### src/rtl/serial_adder_sub_if.sv
// serial_adder_sub_if: operand and result handshake bundle
// for the digit-serial adder/subtractor.
interface serial_adder_sub_if #(
  parameter int WIDTH = 8
);
  logic             in_valid;
  logic             in_ready;
  logic [WIDTH-1:0] a;
  logic [WIDTH-1:0] b;
  logic             cin;
  logic             sub;
  logic             out_valid;
  logic             out_ready;
  logic [WIDTH-1:0] sum;
  logic             cout;
  logic             ovf;

  modport master (
    output in_valid, a, b, cin, sub, out_ready,
    input  in_ready, out_valid, sum, cout, ovf
  );

  modport slave (
    input  in_valid, a, b, cin, sub, out_ready,
    output in_ready, out_valid, sum, cout, ovf
  );
endinterface

### src/rtl/serial_adder_sub.sv
// serial_adder_sub: digit-serial WIDTH-bit add/sub, DIGIT bits/cycle.
// Define SERIAL_ADDER_SAT_EN for signed saturation on overflow.
module serial_adder_sub #(
  parameter int WIDTH = 8,
  parameter int DIGIT = 1
) (
  input logic              clk,
  input logic              rst_n,
  serial_adder_sub_if.slave io
);

  localparam int NDIG = WIDTH / DIGIT;
  localparam int CW   = (NDIG > 1) ? $clog2(NDIG) : 1;

  typedef enum logic [1:0] {
    IDLE,
    RUN,
    DONE
  } state_t;

  state_t state_q;
  state_t state_d;

  logic [WIDTH-1:0] a_sh;
  logic [WIDTH-1:0] b_sh;
  logic [WIDTH-1:0] acc;
  logic [WIDTH-1:0] acc_nxt;
  logic [WIDTH-1:0] dsum_ext;
  logic [WIDTH-1:0] res;
  logic [WIDTH-1:0] sum_q;
  logic [DIGIT-1:0] dsum;
  logic [DIGIT:0]   c;
  logic [CW-1:0]    cnt;
  logic             carry;
  logic             cout_q;
  logic             ovf_q;
  logic             dovf;
  logic             accept;
  logic             last;

  assign accept = (state_q == IDLE) && io.in_valid;
  assign last   = (state_q == RUN) && (cnt == CW'(NDIG - 1));

  // Ripple full-adder chain over the low digit of the operands
  always_comb begin
    c    = '0;
    dsum = '0;
    c[0] = carry;
    for (int i = 0; i < DIGIT; i++) begin
      dsum[i]  = a_sh[i] ^ b_sh[i] ^ c[i];
      c[i+1]   = (a_sh[i] & b_sh[i])
               | (c[i] & (a_sh[i] ^ b_sh[i]));
    end
  end

  // Carry into the MSB only matters on the last digit,
  // where bit DIGIT-1 of the chain is bit WIDTH-1 overall.
  assign dovf     = c[DIGIT] ^ c[DIGIT-1];
  assign dsum_ext = WIDTH'(dsum);
  assign acc_nxt  = (acc >> DIGIT)
                  | (dsum_ext << (WIDTH - DIGIT));

`ifdef SERIAL_ADDER_SAT_EN
  localparam logic [WIDTH-1:0] MAX_POS =
    {1'b0, {(WIDTH-1){1'b1}}};
  localparam logic [WIDTH-1:0] MIN_NEG =
    {1'b1, {(WIDTH-1){1'b0}}};

  // On overflow both operand signs agree; A's MSB picks the rail
  always_comb begin
    res = acc_nxt;
    if (dovf)
      res = a_sh[DIGIT-1] ? MIN_NEG : MAX_POS;
  end
`else
  assign res = acc_nxt;
`endif

  // State register
  always_ff @(posedge clk or negedge rst_n) begin
    if (!rst_n) state_q <= IDLE;
    else        state_q <= state_d;
  end

  // Next state and handshake outputs
  always_comb begin
    state_d      = state_q;
    io.in_ready  = 1'b0;
    io.out_valid = 1'b0;
    unique case (state_q)
      IDLE: begin
        io.in_ready = 1'b1;
        if (io.in_valid) state_d = RUN;
      end
      RUN: begin
        if (last) state_d = DONE;
      end
      DONE: begin
        io.out_valid = 1'b1;
        if (io.out_ready) state_d = IDLE;
      end
      default: state_d = IDLE;
    endcase
  end

  // Operand shifters, carry, counter and result registers
  always_ff @(posedge clk or negedge rst_n) begin
    if (!rst_n) begin
      a_sh   <= '0;
      b_sh   <= '0;
      acc    <= '0;
      carry  <= 1'b0;
      cnt    <= '0;
      sum_q  <= '0;
      cout_q <= 1'b0;
      ovf_q  <= 1'b0;
    end else if (accept) begin
      a_sh  <= io.a;
      b_sh  <= io.sub ? ~io.b : io.b;
      carry <= io.sub ^ io.cin;
      cnt   <= '0;
    end else if (state_q == RUN) begin
      a_sh  <= a_sh >> DIGIT;
      b_sh  <= b_sh >> DIGIT;
      acc   <= acc_nxt;
      carry <= c[DIGIT];
      cnt   <= cnt + CW'(1);
      if (last) begin
        sum_q  <= res;
        cout_q <= c[DIGIT];
        ovf_q  <= dovf;
      end
    end
  end

  assign io.sum  = sum_q;
  assign io.cout = cout_q;
  assign io.ovf  = ovf_q;

endmodule

### src/flat_wrapper.sv
// flat-port wrapper written by rule: the top's interface ports become plain ports
module serial_adder_sub_flat 
#(
  parameter int WIDTH = 8,
  parameter int DIGIT = 1
)
  (clk, rst_n, io_in_valid, io_a, io_b, io_cin, io_sub, io_out_ready, io_in_ready, io_out_valid, io_sum, io_cout, io_ovf);
  serial_adder_sub_if #(.WIDTH(WIDTH)) io_i ();
  input logic clk;
  input logic rst_n;
  input wire logic [$bits(io_i.in_valid)-1:0] io_in_valid;
  input wire logic [$bits(io_i.a)-1:0] io_a;
  input wire logic [$bits(io_i.b)-1:0] io_b;
  input wire logic [$bits(io_i.cin)-1:0] io_cin;
  input wire logic [$bits(io_i.sub)-1:0] io_sub;
  input wire logic [$bits(io_i.out_ready)-1:0] io_out_ready;
  output wire logic [$bits(io_i.in_ready)-1:0] io_in_ready;
  output wire logic [$bits(io_i.out_valid)-1:0] io_out_valid;
  output wire logic [$bits(io_i.sum)-1:0] io_sum;
  output wire logic [$bits(io_i.cout)-1:0] io_cout;
  output wire logic [$bits(io_i.ovf)-1:0] io_ovf;
  assign io_i.in_valid = io_in_valid;
  assign io_i.a = io_a;
  assign io_i.b = io_b;
  assign io_i.cin = io_cin;
  assign io_i.sub = io_sub;
  assign io_i.out_ready = io_out_ready;
  assign io_in_ready = io_i.in_ready;
  assign io_out_valid = io_i.out_valid;
  assign io_sum = io_i.sum;
  assign io_cout = io_i.cout;
  assign io_ovf = io_i.ovf;
  serial_adder_sub #(.WIDTH(WIDTH), .DIGIT(DIGIT)) u_core (.clk(clk), .rst_n(rst_n), .io(io_i));
endmodule
### config.mk
export PLATFORM = sky130hd
export DESIGN_NAME = serial_adder_sub_flat
export DESIGN_NICKNAME = d
export VERILOG_FILES = /design/src/rtl/serial_adder_sub_if.sv /design/src/rtl/serial_adder_sub.sv /design/src/flat_wrapper.sv
export SDC_FILE = /design/constraint.sdc
export NUM_CORES = 1
export LEC_CHECK = 0
export CORE_MARGIN = 5
export CORE_UTILIZATION = 27
export DETAILED_ROUTE_END_ITERATION = 6
export GPL_TIMING_DRIVEN = 0
export PLACE_DENSITY = 0.44
export SLEW_MARGIN = 20
export SYNTH_ARGS = -nofsm -noshare
export SYNTH_HDL_FRONTEND = slang
export SYNTH_SLANG_ARGS = --single-unit
### constraint.sdc
create_clock -name clk -period 3.5 [get_ports clk]
set_input_delay 1.05 -clock clk [delete_from_list [all_inputs] [get_ports clk]]
set_output_delay 1.05 -clock clk [all_outputs]
set_load 0.05 [all_outputs]
## After elaboration in Yosys (flattened, before gate mapping)

Index checks and enable logic that the tools add are counted.

- Multiplexer cells: 15
- Eq/ne operators: 6
- Bitwise operators: 10
- Add/sub/neg operators: 1
- Reductions and logical operators: 7

Operators with widths:

| cell | count |
|---|---|
| 8-bit 2-to-1 mux | 5 |
| 8-bit inverter | 1 |
| 7-bit by 8-bit OR with 8-bit output | 1 |
| 2-bit 2-to-1 mux | 3 |
| 3-bit 2-to-1 mux | 2 |
| 2-bit one-hot mux with 3 select lines | 1 |
| 3-bit AND reduction | 2 |
| 1-bit 2-to-1 mux | 4 |
| 2-bit != test (second input constant) | 2 |
| 1-bit XOR | 4 |
| 3-bit by 1-bit adder with 3-bit output (second input constant) | 1 |
| 3-bit equality test (second input constant) | 1 |
| 1-bit AND | 2 |
| 2-bit by 1-bit equality test with 1-bit output (second input constant) | 1 |
| 2-bit equality test (second input constant) | 1 |
| 1-bit logical AND | 2 |
| 2-bit zero test | 1 |
| 2-bit by 1-bit != test with 1-bit output (second input constant) | 1 |
| 2-bit AND reduction | 1 |
| 2-bit nonzero test | 1 |
| 1-bit inverter | 1 |
| 1-bit OR | 1 |

- Flip-flop bits (word level): 40
- Logic and storage cells: 48
- Bits of input ports: 22

## Logic depth before layout (Yosys ltp)

- Depth after elaboration: 5
- Mapped depth: 6

## Least setup slack after synthesis

No wires, ideal clock.

- Kind: reg2out
- From: register u_core.state_q[0]
- To: output io_in_ready
- Stages on the path, launching flop included: 2
- Slack: 1.358 ns
- Arrival time: 1.092 ns
- Required time: 2.450 ns
- Path buffers: 0
- Path through: dfrtp_1 nor2_1

- Longest elaborated chain between the ends: 2

RTL lines:

| item | line | text |
|---|---|---|
| from (decl) | serial_adder_sub.sv:21 | `state_t state_q;` |
| from (signal assigned) | serial_adder_sub.sv:82 | `else state_q <= state_d;` |
| 2-bit zero test | serial_adder_sub.sv:90 | `unique case (state_q)` |
| 1-bit 2-to-1 mux | serial_adder_sub.sv:90 |  |
| to (decl) | flat_wrapper.sv:17 | `output wire logic [$bits(io_i.in_ready)-1:0] io_in_ready;` |

Every way passes these cells.

## Worst setup path in the final report

- From: register u_core.state_q[0]
- To: output io_out_valid

- Longest elaborated chain between the ends: 2

RTL lines:

| item | line | text |
|---|---|---|
| 2-bit equality test | serial_adder_sub.sv:90 |  |
| 1-bit 2-to-1 mux | serial_adder_sub.sv:90 |  |
| to (decl) | flat_wrapper.sv:18 | `output wire logic [$bits(io_i.out_valid)-1:0] io_out_valid;` |

Every way passes these cells.

==> impl_results.md <==
- Hold path endpoint: u_core.acc[1]
- Fin crit share: 81.3%
- Maximum number of pins on one net before global-route repair: 22
- Mapped Area: 1790 um2
- Setup_tns: 0 ns
- Outcome: complete, no violations
- Worst vdd ir: 0.404 mV
- # fillers: 642
- Final hold violation count: 0
- Worst setup SP type: flip-flop
- Share of cells above drive strength 1: 18.6%
- Slowest CP cell: clkdlybuf4s50_1
- Worst-path cell chain: nand2b_1 > inv_1 > clkdlybuf4s50_1
- CTS Sinks: 39
- Syn Inst Count: 169
- Mapped Nets: 194
- Hold Path Class: reg -> reg
- Hold path start: u_core.acc[1]
- Leak Pwr: 1.05 nW
- Post-Route Hold Slack: 0.475 ns
- Worst-path clk slew: 0.08 ns
- Max FO, Critical Path: 8
- Post-CTS Resized: 0
- Starting density of the core: 28.0%
- Row count: 29
- GRT overflow: 0
- Routed WL per cell: 13.7 um
- Clock Skews: 0.00199 ns
- Die Ht: 91.4 um
- Antenna fix cells: 0
- Worst-margin pin slew: 0.507 ns
- Latest clock arrival within the worst-skew pair: 0.29 ns
- Core area: 6390 um2
- Area Overhead vs Synth: 31.1%
- Post-Route WL: 3.94 mm
- Warnings from Yosys: 0
- DIE AREA: 8360 um2
- Worst slew margin: 66.2%
- Crit path from: u_core.state_q[0]
- WS Path Type: reg -> out
- First drt pass iteration count: 4
- WP data arrival: 1.80 ns
- Initial antenna violation count: 0
- Final setup violation count: 0
- Worst R2R Path Depth: 5
- F_max: 351 MHz
- First-pass GRT wire length: 7.02 mm
- Synthesized flop and latch total: 39
- Number of global-route vias before repair: 1420
- Nets: 234
- Terminus of the critical flop-to-flop path: u_core.io.cout
- Mean Syn Cell Area: 10.6 um2
- R2R setup slack: 1.82 ns
- Iteration-0 DRC Markers: 35
- CTS max path bufs: 2
- DRC violation count after routing: 0
- PwrDens: 923 nW/um2
- Max cap viols: 0
- CP endpoint kind: primary output
- Clock buffer count from CTS: 5
- Worst EP required: 2.45 ns
- Total GRT Usage: 10.3%
- Bufs and invs on worst path: 2
- Worst reg2reg startpoint: u_core.cnt[0]
- Gpl congestion: 0.710
- Synth cell types: 24
- Root Buffer: clkbuf_8
- Routed vias: 1304
- Hold_buf cts: 0
- Min cycle time layout: 2.85 ns
- CTS tree: done
- Chip Width: 91.4 um
- Slew Viols, Final: 0
- Synth top area share: 54.5%
- Post-synth top area cell: dfrtp_1
- Ranking of synthesized cells by area: dfrtp_1 (55%), nand2_1 (11%), a31oi_2 (6.3%)
- Io pins: 34
- Input/output buffers: 32
- Post-CTS setup buffers: 0
- Dpl hpwl: 2.86 mm
- RSZ-0062 raised after global routing: false
- H-tree depth: 2
- Post-route ant nets: 0
- Part of the Yosys area used for sequential elements: 54.5%
- Hold Crit Depth: 2
- Critical path's top delay family: buffers and inverters
- CP peak stage delay: 0.79 ns
- Vias per inst: 4.54
-- cell type report --
| type | count | area (um2) | area share, % |
|---|---|---|---|
| clock inverters | 2 | 35.0 | 1.49 |
| well taps | 77 | 96.3 | 4.10 |
| flip-flops and latches | 39 | 976 | 41.6 |
| inverters | 1 | 3.75 | 0.160 |
| clock buffers | 6 | 82.6 | 3.52 |
| multi-input cells | 119 | 746 | 31.8 |
| repair buffers | 33 | 343 | 14.6 |
| plain buffers | 10 | 65.1 | 2.77 |
-- placed cells by master (no fill, tap or decap), types with 2 or more instances in the layout --
| cell type | synthesis | routed |
|---|---|---|
| dfrtp_1 | 39 | 39 |
| a31oi_2 | 9 | 9 |
| buf_2 | 7 | 8 |
| clkbuf_8 | 0 | 6 |
| buf_6 | 2 | 2 |
| nor2_1 | 15 | 15 |
| nand3_1 | 4 | 4 |
| clkdlybuf4s50_1 | 0 | 31 |
| nand2_1 | 51 | 51 |
| mux2_2 | 9 | 9 |
| xor2_1 | 4 | 4 |
| nand2b_1 | 2 | 2 |
| a221o_1 | 4 | 4 |
| ha_1 | 2 | 2 |
| xnor2_1 | 6 | 6 |
| o21ai_0 | 5 | 5 |
-- registers in the layout, indices dropped and copies added, names as in the netlist --
register and cells:
u_core.io.sum 8, u_core.io.cout 1, u_core.carry 1, u_core.acc 7, u_core.b_sh 8, u_core.cnt 3, u_core.io.ovf 1, u_core.a_sh 8
u_core.state_q 2
-- worst max path at each step --
stage	endpoint	cells past startpoint
3_5_place_dp	io_out_valid	3
5_1_grt	io_out_valid	3
2_1_floorplan	io_in_ready	1
6_report	io_out_valid	3
4_1_cts	io_out_valid	3
3_3_place_gp	u_core.a_sh[6]	1
-- through the flow --
step           util [%]  std cells  power (mW)  area, um2  setup slack [ns]
2_1_floorplan         -        169        1.49       1790              1.36
3_3_place_gp       34.6        278        1.77       2210             0.389
3_5_place_dp       34.9        279        1.80       2230             0.963
4_1_cts            36.8        287        2.20       2350             0.641
5_1_grt            36.8        287        2.34       2350             0.569
6_report           36.8        287        2.17       2350             0.654
-- metal layers --
metal / vias to the layer above / share of wire, % / global-route usage [%] / wire (um)
met2: 34 / 45 / 16.0 / 1760
met5: - / 0 / 0 / 0
met1: 624 / 48 / 13.9 / 1910
li1: 638 / - / - / -
met3: 8 / 5.3 / 2.56 / 207
met4: 0 / 1.7 / 3.67 / 67
-- where the power goes --
group          leakage, nW  internal (mW)  switching, mW
logic                0.504          0.409          0.575
clock network       0.0612          0.231          0.164
registers            0.490          0.659          0.130
-- cells by family (layout without fill, tap and decap cells) --
group / after synthesis / in the layout / share of synthesized area (%)
AOI/OAI and AO/OA: 21 / 21 / 11.1
xor gates and xnor gates: 10 / 10 / 4.89
adders and majority gates: 3 / 3 / 2.52
buffers and inverters: 11 / 52 / 3.84
DFF: 39 / 39 / 54.5
muxes: 9 / 9 / 5.66
and+or+nand+nor: 76 / 76 / 17.5
-- worst reg2reg max path, delay by kind of cell, from the launching register on --
family	cells	cell delay, ns
flops	1	0.40
fa+ha+maj	2	0.39
mux	1	0.37
buf+inv	1	0.27
simple gates	1	0.14
-- synthesized netlist by cell type, drive strengths merged --
| cell type | instances |
|---|---|
| nand2b | 2 |
| o21bai | 1 |
| xor2 | 4 |
| o21ai | 5 |
| mux2 | 9 |
| ha | 2 |
| a31oi | 10 |
| nand3 | 4 |
| nor3b | 1 |
| fa | 1 |
| buf | 10 |
| inv | 1 |
| a22oi | 1 |
| xnor2 | 6 |
| or3b | 1 |
| nor2b | 1 |
| nand3b | 1 |
| nor2 | 15 |
| a221o | 4 |
| dfrtp | 39 |
| nand2 | 51 |
(Power assumes the default switching activity.)
